<file path="src/rtl/matmul_engine.sv">
// matmul_engine: N x N unsigned matrix multiply C = A x B.
// A and B are read from a single-port synchronous SRAM, both stored row-major.
// C is streamed row-major over a valid/ready result port that supports backpressure.
// Optional build macro MATMUL_SAT_EN: clamp res_data to all-ones when the
// accumulator exceeds OW bits. Without it, res_data keeps the low OW bits.

module matmul_engine #(
   parameter int unsigned N      = 4,
   parameter int unsigned DW     = 8,
   parameter int unsigned SW     = 18,
   parameter int unsigned AW     = 11,
   parameter int unsigned BASE_A = 0,
   parameter int unsigned BASE_B = 16,
   parameter int unsigned OW     = 18
) (
   input  logic                   clk,
   input  logic                   reset_n,
   input  logic                   start,
   output logic                   busy,
   output logic                   done,
   output logic                   sram_en,
   output logic [AW-1:0]          sram_addr,
   input  logic [SW-1:0]          sram_rdata,
   output logic                   res_valid,
   input  logic                   res_ready,
   output logic [OW-1:0]          res_data,
   output logic [$clog2(N)-1:0]   res_row,
   output logic [$clog2(N)-1:0]   res_col
);

   localparam int unsigned IW    = $clog2(N);
   localparam int unsigned ACC_W = 2 * DW + $clog2(N);
   localparam int unsigned WW    = (ACC_W > OW) ? ACC_W : OW;
   localparam logic [IW-1:0] LAST = IW'(N - 1);

   typedef enum logic [2:0] {
      S_IDLE,
      S_RD_A,
      S_RD_B,
      S_MAC,
      S_EMIT,
      S_DONE
   } state_t;

   state_t              state;
   logic [IW-1:0]       i;
   logic [IW-1:0]       j;
   logic [IW-1:0]       k;
   logic [ACC_W-1:0]    acc;
   logic [DW-1:0]       a_reg;

   logic [DW-1:0]       rd_lo;
   logic [2*DW-1:0]     prod;
   logic [ACC_W-1:0]    acc_sum;
   logic [IW-1:0]       i_next;
   logic [IW-1:0]       j_next;
   logic                last_elem;

   // Only the low DW bits of an SRAM word are operand data.
   logic                unused_rdata;
   assign unused_rdata = ^sram_rdata;

   // Word address base + row*N + col, wrapping modulo 2^AW.
   function automatic logic [AW-1:0] word_addr(input int unsigned base,
                                               input logic [IW-1:0] row,
                                               input logic [IW-1:0] col);
      int unsigned sum;
      sum = base + 32'(row) * N + 32'(col);
      return AW'(sum);
   endfunction

   // Map the full-precision accumulator onto the OW-bit result bus.
   function automatic logic [OW-1:0] shape(input logic [ACC_W-1:0] v);
      logic [WW-1:0] w;
      w = WW'(v);
`ifdef MATMUL_SAT_EN
      if (w > WW'({OW{1'b1}})) begin
         w = WW'({OW{1'b1}});
      end
`endif
      return OW'(w);
   endfunction

   // Datapath arithmetic and index stepping used by the sequencer.
   always_comb begin
      rd_lo     = sram_rdata[DW-1:0];
      prod      = a_reg * rd_lo;
      acc_sum   = acc + ACC_W'(prod);
      j_next    = (j == LAST) ? '0 : j + IW'(1);
      i_next    = (j != LAST) ? i : ((i == LAST) ? '0 : i + IW'(1));
      last_elem = (i == LAST) && (j == LAST);
   end

   // Sequencer: every output is registered and set on entry to the state that owns it.
   always_ff @(posedge clk) begin
      if (!reset_n) begin
         state     <= S_IDLE;
         i         <= '0;
         j         <= '0;
         k         <= '0;
         acc       <= '0;
         a_reg     <= '0;
         busy      <= 1'b0;
         done      <= 1'b0;
         sram_en   <= 1'b0;
         sram_addr <= '0;
         res_valid <= 1'b0;
         res_data  <= '0;
         res_row   <= '0;
         res_col   <= '0;
      end else begin
         done <= 1'b0;
         case (state)
            S_IDLE: begin
               if (start) begin
                  i         <= '0;
                  j         <= '0;
                  k         <= '0;
                  acc       <= '0;
                  busy      <= 1'b1;
                  sram_en   <= 1'b1;
                  sram_addr <= word_addr(BASE_A, '0, '0);
                  state     <= S_RD_A;
               end
            end
            S_RD_A: begin
               // A word is in flight; present the B address so B lands in MAC.
               sram_addr <= word_addr(BASE_B, k, j);
               state     <= S_RD_B;
            end
            S_RD_B: begin
               a_reg   <= rd_lo;
               sram_en <= 1'b0;
               state   <= S_MAC;
            end
            S_MAC: begin
               acc <= acc_sum;
               if (k == LAST) begin
                  // Result is loaded from the new sum so it is valid on the first EMIT cycle.
                  k         <= '0;
                  res_valid <= 1'b1;
                  res_data  <= shape(acc_sum);
                  res_row   <= i;
                  res_col   <= j;
                  state     <= S_EMIT;
               end else begin
                  k         <= k + IW'(1);
                  sram_en   <= 1'b1;
                  sram_addr <= word_addr(BASE_A, i, k + IW'(1));
                  state     <= S_RD_A;
               end
            end
            S_EMIT: begin
               if (res_ready) begin
                  acc       <= '0;
                  res_valid <= 1'b0;
                  i         <= i_next;
                  j         <= j_next;
                  if (last_elem) begin
                     done  <= 1'b1;
                     state <= S_DONE;
                  end else begin
                     sram_en   <= 1'b1;
                     sram_addr <= word_addr(BASE_A, i_next, '0);
                     state     <= S_RD_A;
                  end
               end
            end
            S_DONE: begin
               busy  <= 1'b0;
               state <= S_IDLE;
            end
            default: begin
               state <= S_IDLE;
            end
         endcase
      end
   end

endmodule

</file>
<file path="config.mk">
export PLATFORM = sky130hd
export DESIGN_NAME = matmul_engine
export DESIGN_NICKNAME = d
export VERILOG_FILES = /design/src/rtl/matmul_engine.sv
export SDC_FILE = /design/constraint.sdc
export NUM_CORES = 1
export LEC_CHECK = 0
export BUFFER_PORTS_ARGS = -buffer_cell sky130_fd_sc_hd__buf_2
export CAP_MARGIN = 5
export CORE_ASPECT_RATIO = 0.5
export CORE_MARGIN = 5
export CORE_UTILIZATION = 65
export CTS_CLUSTER_DIAMETER = 150
export CTS_CLUSTER_SIZE = 24
export DETAILED_ROUTE_END_ITERATION = 8
export GPL_TIMING_DRIVEN = 0
export PLACE_DENSITY = 0.87
export SLEW_MARGIN = 10
export SYNTH_ARGS = -nofsm -noshare
export SYNTH_HDL_FRONTEND = slang
export SYNTH_SLANG_ARGS = --single-unit
</file>
<file path="constraint.sdc">
create_clock -name clk -period 12.25 [get_ports clk]
set_input_delay 3.675 -clock clk [delete_from_list [all_inputs] [get_ports clk]]
set_output_delay 3.675 -clock clk [all_outputs]
set_load 0.1 [all_outputs]
</file>
==> results of run 1 <==
==> through the flow <==
stage / utilization, % / power, mW / area (um^2) / std cells / worst slack, ns
floorplan: - / 0.378 / 5450 / 654 / 4.62
global placement: 71.8 / 0.418 / 5780 / 805 / 4.28
detailed placement: 71.8 / 0.423 / 5780 / 805 / 4.20
CTS: 75.5 / 0.687 / 6080 / 821 / 4.54
global route: 75.5 / 0.722 / 6080 / 821 / 4.30
finish: 75.5 / 0.689 / 6080 / 821 / 4.50
==> cell families after synthesis <==
family	Yosys count	synth area share, %
AOI/OAI and AO/OA	105	13.1
adders and majority gates	93	28.3
DFF	66	24.3
xor gates and xnor gates	13	2.10
buffers and inverters	132	9.88
muxes	15	2.79
other	1	0.0691
and+or+nand+nor	224	19.4
==> layout by cell type, fill, tap and decap left out, types with 3 or more instances in the layout <==
cell type / netlist / final
sky130_fd_sc_hd__inv_1: 99 / 99
sky130_fd_sc_hd__nand2_1: 91 / 91
sky130_fd_sc_hd__dfxtp_1: 66 / 66
sky130_fd_sc_hd__buf_2: 12 / 51
sky130_fd_sc_hd__fa_1: 50 / 50
sky130_fd_sc_hd__nor2_1: 46 / 46
sky130_fd_sc_hd__ha_1: 43 / 43
sky130_fd_sc_hd__a21oi_1: 41 / 41
sky130_fd_sc_hd__and2_1: 38 / 38
sky130_fd_sc_hd__nand3_1: 16 / 16
sky130_fd_sc_hd__clkbuf_1: 12 / 14
sky130_fd_sc_hd__mux2i_1: 14 / 14
sky130_fd_sc_hd__xnor2_1: 9 / 9
sky130_fd_sc_hd__nor3_1: 9 / 9
sky130_fd_sc_hd__o21ai_0: 9 / 9
sky130_fd_sc_hd__clkbuf_16: 0 / 9
sky130_fd_sc_hd__o21ai_1: 8 / 8
sky130_fd_sc_hd__buf_4: 7 / 7
sky130_fd_sc_hd__a22oi_1: 6 / 6
sky130_fd_sc_hd__conb_1: 1 / 6
sky130_fd_sc_hd__and3_1: 4 / 4
sky130_fd_sc_hd__a21oi_2: 4 / 4
sky130_fd_sc_hd__a21o_1: 4 / 4
sky130_fd_sc_hd__xor2_1: 4 / 4
sky130_fd_sc_hd__nor2b_1: 3 / 3
sky130_fd_sc_hd__a31oi_1: 3 / 3
sky130_fd_sc_hd__nand4_1: 3 / 3
sky130_fd_sc_hd__o211ai_1: 3 / 3
sky130_fd_sc_hd__o21bai_1: 3 / 3
==> cell type report <==
type	count	area [um^2]	area share (%)
Buffer	32	161	2.65
Clock buffer	12	246	4.05
Clock inverter	4	51.3	0.843
Inverter	100	375	6.17
Multi-Input combinational cell	456	3590	59.0
Sequential cell	66	1320	21.7
Tap cell	112	140	2.30
Timing Repair Buffer	39	195	3.21
==> synthesized netlist by cell type, types with 3 or more instances <==
cell                       number  area (um^2)
sky130_fd_sc_hd__a21o_1         4         30.0
sky130_fd_sc_hd__a21oi_1       41          205
sky130_fd_sc_hd__a21oi_2        4         35.0
sky130_fd_sc_hd__a22oi_1        6         45.0
sky130_fd_sc_hd__a31oi_1        3         18.8
sky130_fd_sc_hd__and2_1        38          238
sky130_fd_sc_hd__and3_1         4         25.0
sky130_fd_sc_hd__buf_2         12         60.1
sky130_fd_sc_hd__buf_4          7         52.6
sky130_fd_sc_hd__clkbuf_1      12         45.0
sky130_fd_sc_hd__dfxtp_1       66         1320
sky130_fd_sc_hd__fa_1          50         1000
sky130_fd_sc_hd__ha_1          43          538
sky130_fd_sc_hd__inv_1         99          372
sky130_fd_sc_hd__mux2i_1       14          140
sky130_fd_sc_hd__nand2_1       91          342
sky130_fd_sc_hd__nand3_1       16         80.1
sky130_fd_sc_hd__nand4_1        3         18.8
sky130_fd_sc_hd__nor2_1        46          173
sky130_fd_sc_hd__nor2b_1        3         18.8
sky130_fd_sc_hd__nor3_1         9         45.0
sky130_fd_sc_hd__o211ai_1       3         22.5
sky130_fd_sc_hd__o21ai_0        9         45.0
sky130_fd_sc_hd__o21ai_1        8         40.0
sky130_fd_sc_hd__o21bai_1       3         22.5
sky130_fd_sc_hd__xnor2_1        9         78.8
sky130_fd_sc_hd__xor2_1         4         35.0
==> worst max-delay path: cells and delay by family <==
family	cells	cell delay, ns
simple gates	1	0.14
xor+xnor	1	0.32
compound gates	5	0.93
fa+ha+maj	5	2.42
buf+inv	4	0.46
==> path summary, 6_finish.rpt <==
kind         cells past startpoint            to
max                             16       acc[12]
min                              2    res_col[0]
max reg2reg                     15  res_data[14]
min reg2reg                      2    res_col[0]
==> per-layer routing <==
layer	GRT usage (%)	up-vias	part of all wire [%]
li1	-	2189	-
met1	35.9	2230	43
met2	47.7	203	46
met3	7.42	31	9.1
met4	8.13	0	2.0
met5	0	-	0
==> power breakdown <==
group          total, mW  leakage [nW]  switching, mW  internal, mW
combinational      0.197          2.18          0.132        0.0648
sequential         0.230         0.533        0.00822         0.222
clock              0.263         0.143         0.0999         0.163
total              0.689          2.86          0.240         0.450
==> qor.tcl, run 1 <==
set qor(clock.fmax_mhz) 129
set qor(n_fill_cell) 578
set qor(hold_path_startpoint) {res_col[0]}
set qor(rows) 23
set qor(cts_tree) {yes}
set qor(share_of_flip_flops_with_an_asynchronous_set_or_reset_after_synthesis_pct) 0
set qor(diodes) 0
set qor(routedWlPerCell_um) 16.5
set qor(pwr_density_cell_mw_per_mm2) 113
set qor(hp-class) {flop to flop}
set qor(clockRootBuffer) {sky130_fd_sc_hd__clkbuf_16}
set qor(syn_inst) 649
set qor(gp_congestion) 0.929
set qor(ys.flop_type) {sky130_fd_sc_hd__dfxtp_1}
set qor(max_cap_violations) 0
set qor(post_cts_sizing) 0
set qor(detail_route.first_pass.iterations) 5
set qor(cp_slowest_cell) {sky130_fd_sc_hd__fa_1}
set qor(floorplan.initialDensity_pct) 67.4
set qor(critical_path_class) {input port to flop}
set qor(detail_route.vias_per_cell) 5.67
set qor(synth.distinct_cells) 60
set qor(core_mm2) 0.00806
set qor(detailedRoute.firstIterationViolations) 406
set qor(data_arrival_time_at_the_worst_slack_endpoint_ns) 7.97
set qor(crit_path_cell_trace) {clkbuf_1, nand2_1, fa_1, inv_1, fa_1, inv_1, fa_1, fa_1, inv_1, ha_1, a21o_1, a21oi_2, a21boi_2, o41ai_2, xor2_1, o21ai_0}
set qor(crit_required_ns) 12.47
set qor(leakage_nw) 2.86
set qor(outcome) {complete, no violations}
set qor(max_slew_margin_pct) 53.1
set qor(timing.final.crit_share_pct) 63.3
set qor(synth-seq-area-share_pct) 24.3
set qor(hpwlAfterDp_mm) 9.88
set qor(start_kind) {input port}
set qor(antenna_found_initial) 0
set qor(tns_ns) 0
set qor(die-height_um) 74.6
set qor(rrSetupSlack_ns) 7.38
set qor(number_of_flops_mapped_to_enable_cells_by_yosys) 0
set qor(final_antenna_net_count) 0
set qor(syn_avg_cell_area_um2) 8.37
set qor(cts-htree-levels) 3
set qor(final_layout_size_suffix_gt1_share_pct) 12.7
set qor(fin_hold_ws_ns) 0.453
set qor(irDropWorstVdd_mv) 0.104
set qor(drt-total-wl_mm) 13.6
set qor(end_kind) {flop}
set qor(cts.path.max_buffers) 2
set qor(timing.clock.skew_ns) 0.00497
set qor(worst_path_most_repeated_cell) {sky130_fd_sc_hd__fa_1}
set qor(actual_slew_at_the_worst_max_slew_pin_ns) 0.703
set qor(reg2reg_from) {a_reg[5]}
set qor(cts_post_setup_buffers_inserted) 0
set qor(cts-buffers-inserted) 9
set qor(final_nets) 819
set qor(maximum_number_of_pins_on_one_net_before_global_route_repair) 12
set qor(vias) 4653
set qor(die_width_um) 139
set qor(cts-hold-fix-buffers) 0
set qor(portBuffers) 39
set qor(path_clk_slew_ns) 0.06
set qor(synthesis.area_mm2) 0.00543
set qor(drv_slew) 0
set qor(worstSkewPairLatency_ns) 0.34
set qor(critPathMaxFanout) 9
set qor(post-route-min-period_ns) 7.75
set qor(timing.final.hold_violations) 0
set qor(ports_placed_on_the_boundary) 59
set qor(syn2layout_area_growth_pct) 12.0
set qor(highest_cell_delay_on_the_worst_timing_path_ns) 0.56
set qor(grt_pass1_vias) 4693
set qor(grt_setup_unrepaired) {false}
set qor(yosysWarnings) 0
set qor(crit_start) {sram_rdata[1]}
set qor(final_count_of_negative_setup_slack_endpoints) 0
set qor(grt_remaining_overflow) 0
set qor(wire_length_of_the_first_global_routing_pass_mm) 22.9
set qor(design.die.area_mm2) 0.0104
set qor(synth-seq-cells) 66
set qor(grt_util_overall_pct) 27.9
set qor(drc_violation_count_after_routing) 0
set qor(cts.sinks) 66
(Power assumes the default switching activity.)
==> run 2, diff against run 1 <==
--- a/config.mk
+++ b/config.mk
@@ -9,12 +9,12 @@
 export CAP_MARGIN = 5
 export CORE_ASPECT_RATIO = 0.5
 export CORE_MARGIN = 5
-export CORE_UTILIZATION = 65
+export CORE_UTILIZATION = 60
 export CTS_CLUSTER_DIAMETER = 150
 export CTS_CLUSTER_SIZE = 24
 export DETAILED_ROUTE_END_ITERATION = 8
 export GPL_TIMING_DRIVEN = 0
-export PLACE_DENSITY = 0.87
+export PLACE_DENSITY = 0.81
 export SLEW_MARGIN = 10
 export SYNTH_ARGS = -nofsm -noshare
 export SYNTH_HDL_FRONTEND = slang
==> constraint.sdc (replaced) <==
create_clock -name clk -period 7.9 [get_ports clk]
set_input_delay 2.37 -clock clk [delete_from_list [all_inputs] [get_ports clk]]
set_output_delay 2.37 -clock clk [all_outputs]
set_load 0.1 [all_outputs]
==> run 2 against run 1 <==
Count of clock-buffer cells in the layout is 1 lower. Critical path depth stayed put. Setup slack got worse by 3.1 ns. Worst hold slack worse by 0.0057 ns. Total power rose by 55%. Final area is 0.21% higher. Clock power up 55%. Clock skew increased by 0.0022 ns. Global-route usage shrank 2.9 points. Combinational power is 54% higher. Routed wire length decreased by 3.5%. First-iteration DRC count down 24%. Critical path type unchanged. Critical endpoint is now res_data[10]. Largest power group unchanged.
==> qor.tcl, run 2 (synthesis results as in run 1) <==
set qor(grt_setup_unrepaired) {false} ;# unchanged
set qor(crit_start) {sram_rdata[1]} ;# unchanged
set qor(actual_slew_at_the_worst_max_slew_pin_ns) 0.709 ;# was 0.703 ns
set qor(clockRootBuffer) {sky130_fd_sc_hd__clkbuf_16} ;# unchanged
set qor(layout.cells.most_common) {sky130_fd_sc_hd__inv_1} ;# unchanged
set qor(wire_length_of_the_first_global_routing_pass_mm) 22.1 ;# was 22.9 mm
set qor(critical_path_class) {input port to flop} ;# unchanged
set qor(die-height_um) 77.3 ;# was 74.6 um
set qor(drv_slew) 0 ;# unchanged
set qor(post-route-min-period_ns) 6.47
set qor(crit_path_cell_trace) {clkbuf_1, nand2_1, fa_1, inv_1, fa_1, inv_1, fa_1, fa_1, inv_1, ha_1, a21o_1, a21oi_2, a21boi_2, o21ai_1, a2111oi_2, a311o_1} ;# was clkbuf_1, nand2_1, fa_1, inv_1, fa_1, inv_1, fa_1, fa_1, inv_1, ha_1, a21o_1, a21oi_2, a21boi_2, o41ai_2, xor2_1, o21ai_0
set qor(die_width_um) 145 ;# was 139 um
set qor(drc_violation_count_after_routing) 0 ;# unchanged
set qor(ports_placed_on_the_boundary) 59 ;# unchanged
set qor(design.die.area_mm2) 0.0112 ;# was 0.0104 mm^2
set qor(final_nets) 819 ;# unchanged
set qor(cts.sinks) 66 ;# unchanged
set qor(cts-htree-levels) 3 ;# unchanged
set qor(timing.hold.worst_path_depth) 2 ;# unchanged
set qor(crit_required_ns) 8.12 ;# was 12.47 ns
set qor(final-seq-area_mm2) 0.00132 ;# unchanged
set qor(final_util_pct) 69.5 ;# was 75.5%
set qor(detail_route.first_pass.iterations) 5 ;# unchanged
set qor(layout.cells.most_common_list) {99 x sky130_fd_sc_hd__inv_1, 91 x sky130_fd_sc_hd__nand2_1, 66 x sky130_fd_sc_hd__dfxtp_1, 51 x sky130_fd_sc_hd__buf_2, 50 x sky130_fd_sc_hd__fa_1} ;# unchanged
set qor(start_kind) {input port} ;# unchanged
set qor(final_antenna_net_count) 0 ;# unchanged
set qor(pwr_density_cell_mw_per_mm2) 175 ;# was 113 mW/mm^2
set qor(hpwlAfterDp_mm) 9.88 ;# about the same
set qor(irDropWorstVdd_mv) 0.124 ;# was 0.104 mV
set qor(diodes) 0 ;# unchanged
set qor(worst_path_most_repeated_cell) {sky130_fd_sc_hd__fa_1} ;# unchanged
set qor(outcome) {complete, no violations} ;# unchanged
set qor(path_clk_slew_ns) 0.06 ;# about the same
set qor(drt-total-wl_mm) 13.1 ;# was 13.6 mm
set qor(core_mm2) 0.00877 ;# was 0.00806 mm^2
set qor(depth_of_the_worst_register_to_register_path) 15 ;# unchanged
set qor(critPathMaxFanout) 9 ;# unchanged
set qor(post_cts_sizing) 0 ;# unchanged
set qor(highest_cell_delay_on_the_worst_timing_path_ns) 0.56 ;# about the same
set qor(multi_input_area_mm2) 0.00359 ;# unchanged
set qor(timing.final.hold_violations) 0 ;# unchanged
set qor(cp_slowest_cell) {sky130_fd_sc_hd__fa_1} ;# unchanged
set qor(cts_post_setup_buffers_inserted) 0 ;# unchanged
set qor(min_delay_worst_endpoint) {acc[14]} ;# was res_col[0]
set qor(clock.fmax_mhz) 154
set qor(timing.final.crit_share_pct) 81.9
set qor(n_fill_cell) 694 ;# was 578
set qor(vias) 4557 ;# was 4653
set qor(final_count_of_negative_setup_slack_endpoints) 0 ;# unchanged
set qor(cts-hold-fix-buffers) 0 ;# unchanged
set qor(grt_remaining_overflow) 0 ;# unchanged
set qor(portBuffers) 39 ;# unchanged
set qor(antenna_found_initial) 0 ;# unchanged
set qor(floorplan.initialDensity_pct) 61.9 ;# was 67.4%
set qor(max_slew_margin_pct) 52.7 ;# was 53.1%
set qor(max_cap_violations) 0 ;# unchanged
set qor(detail_route.vias_per_cell) 5.52 ;# was 5.67
set qor(detailedRoute.firstIterationViolations) 309 ;# was 406
set qor(timing.clock.skew_ns) 0.00716 ;# was 0.00497 ns
set qor(cts.path.max_buffers) 2 ;# unchanged
set qor(cts-buffers-inserted) 9 ;# unchanged
set qor(reg2reg_from) {a_reg[5]} ;# unchanged
set qor(rows) 24 ;# was 23
set qor(routedWlPerCell_um) 15.9 ;# was 16.5 um
set qor(leakage_nw) 2.87 ;# was 2.86 nW
set qor(data_arrival_time_at_the_worst_slack_endpoint_ns) 6.69 ;# was 7.97 ns
set qor(hp-class) {flop to flop} ;# unchanged
set qor(grt_util_overall_pct) 25.0 ;# was 27.9%
set qor(syn2layout_area_growth_pct) 12.2 ;# was 12.0%
set qor(final_layout_size_suffix_gt1_share_pct) 12.9 ;# was 12.7%
set qor(cts_tree) {yes} ;# unchanged
set qor(end_kind) {flop} ;# unchanged
set qor(rrSetupSlack_ns) 3.09 ;# was 7.38 ns
set qor(grt_pass1_vias) 4483 ;# was 4693
set qor(maximum_number_of_pins_on_one_net_before_global_route_repair) 12 ;# unchanged
set qor(tns_ns) 0 ;# unchanged
set qor(gp_congestion) 0.901 ;# was 0.929
set qor(worstSkewPairLatency_ns) 0.34 ;# about the same
set qor(hold_path_startpoint) {acc[14]} ;# was res_col[0]
set qor(crit-reg2reg-capture) {res_data[14]} ;# unchanged
==> run 2: cell type report <==
type,count,area share [%]
Inverter,100,6.16
Clock buffer,11,4.15
Buffer,32,2.65
Sequential cell,66,21.7
Tap cell,117,2.40
Multi-Input combinational cell,456,58.9
Clock inverter,4,0.842
Timing Repair Buffer,39,3.20
==> run 2: power by group <==
part | switching, mW | leakage (nW) | total, mW | internal, mW
combinational | 0.203 | 2.18 | 0.303 | 0.100
sequential | 0.0124 | 0.533 | 0.356 | 0.344
clock | 0.149 | 0.148 | 0.408 | 0.259
==> run 2: per-layer routing <==
layer | wire (um) | up-vias | share of wire [%] | GRT usage, %
met2 | 5970 | 172 | 46 | 40.5
met1 | 5880 | 2182 | 45 | 34.1
li1 | - | 2192 | - | -
met3 | 1140 | 11 | 8.7 | 6.40
met4 | 92 | 0 | 0.70 | 4.56
met5 | 0 | - | 0 | 0
==> run 2: through the flow <==
stage	cells	instance area (um^2)	setup slack, ns	hold slack, ns	power, mW
finish	825	6090	1.43	0.447	1.07
global route	825	6090	1.18	0.477	1.13
CTS	825	6090	1.47	0.451	1.07
detailed placement	810	5790	1.18	0.444	0.655
global placement	810	5790	1.22	0.439	0.651
floorplan	654	5450	1.58	0.425	0.586
==> run 2: worst max path at each step <==
stage,slack (ns),cells after the start,endpoint
after global placement,1.22,16,acc[12]
after floorplan,1.58,16,res_data[10]
after CTS,1.47,16,acc[12]
after detailed placement,1.18,16,acc[12]
after global routing,1.18,16,acc[13]
final,1.43,16,res_data[10]
==> run 2: critical path: cells and delay by family <==
kind                     cells  cell delay, ns
AND/OR/NAND/NOR              1            0.13
adder cells (fa/ha/maj)      5            2.46
buffers and inverters        4            0.45
AO/OA/AOI/OAI                6            1.30
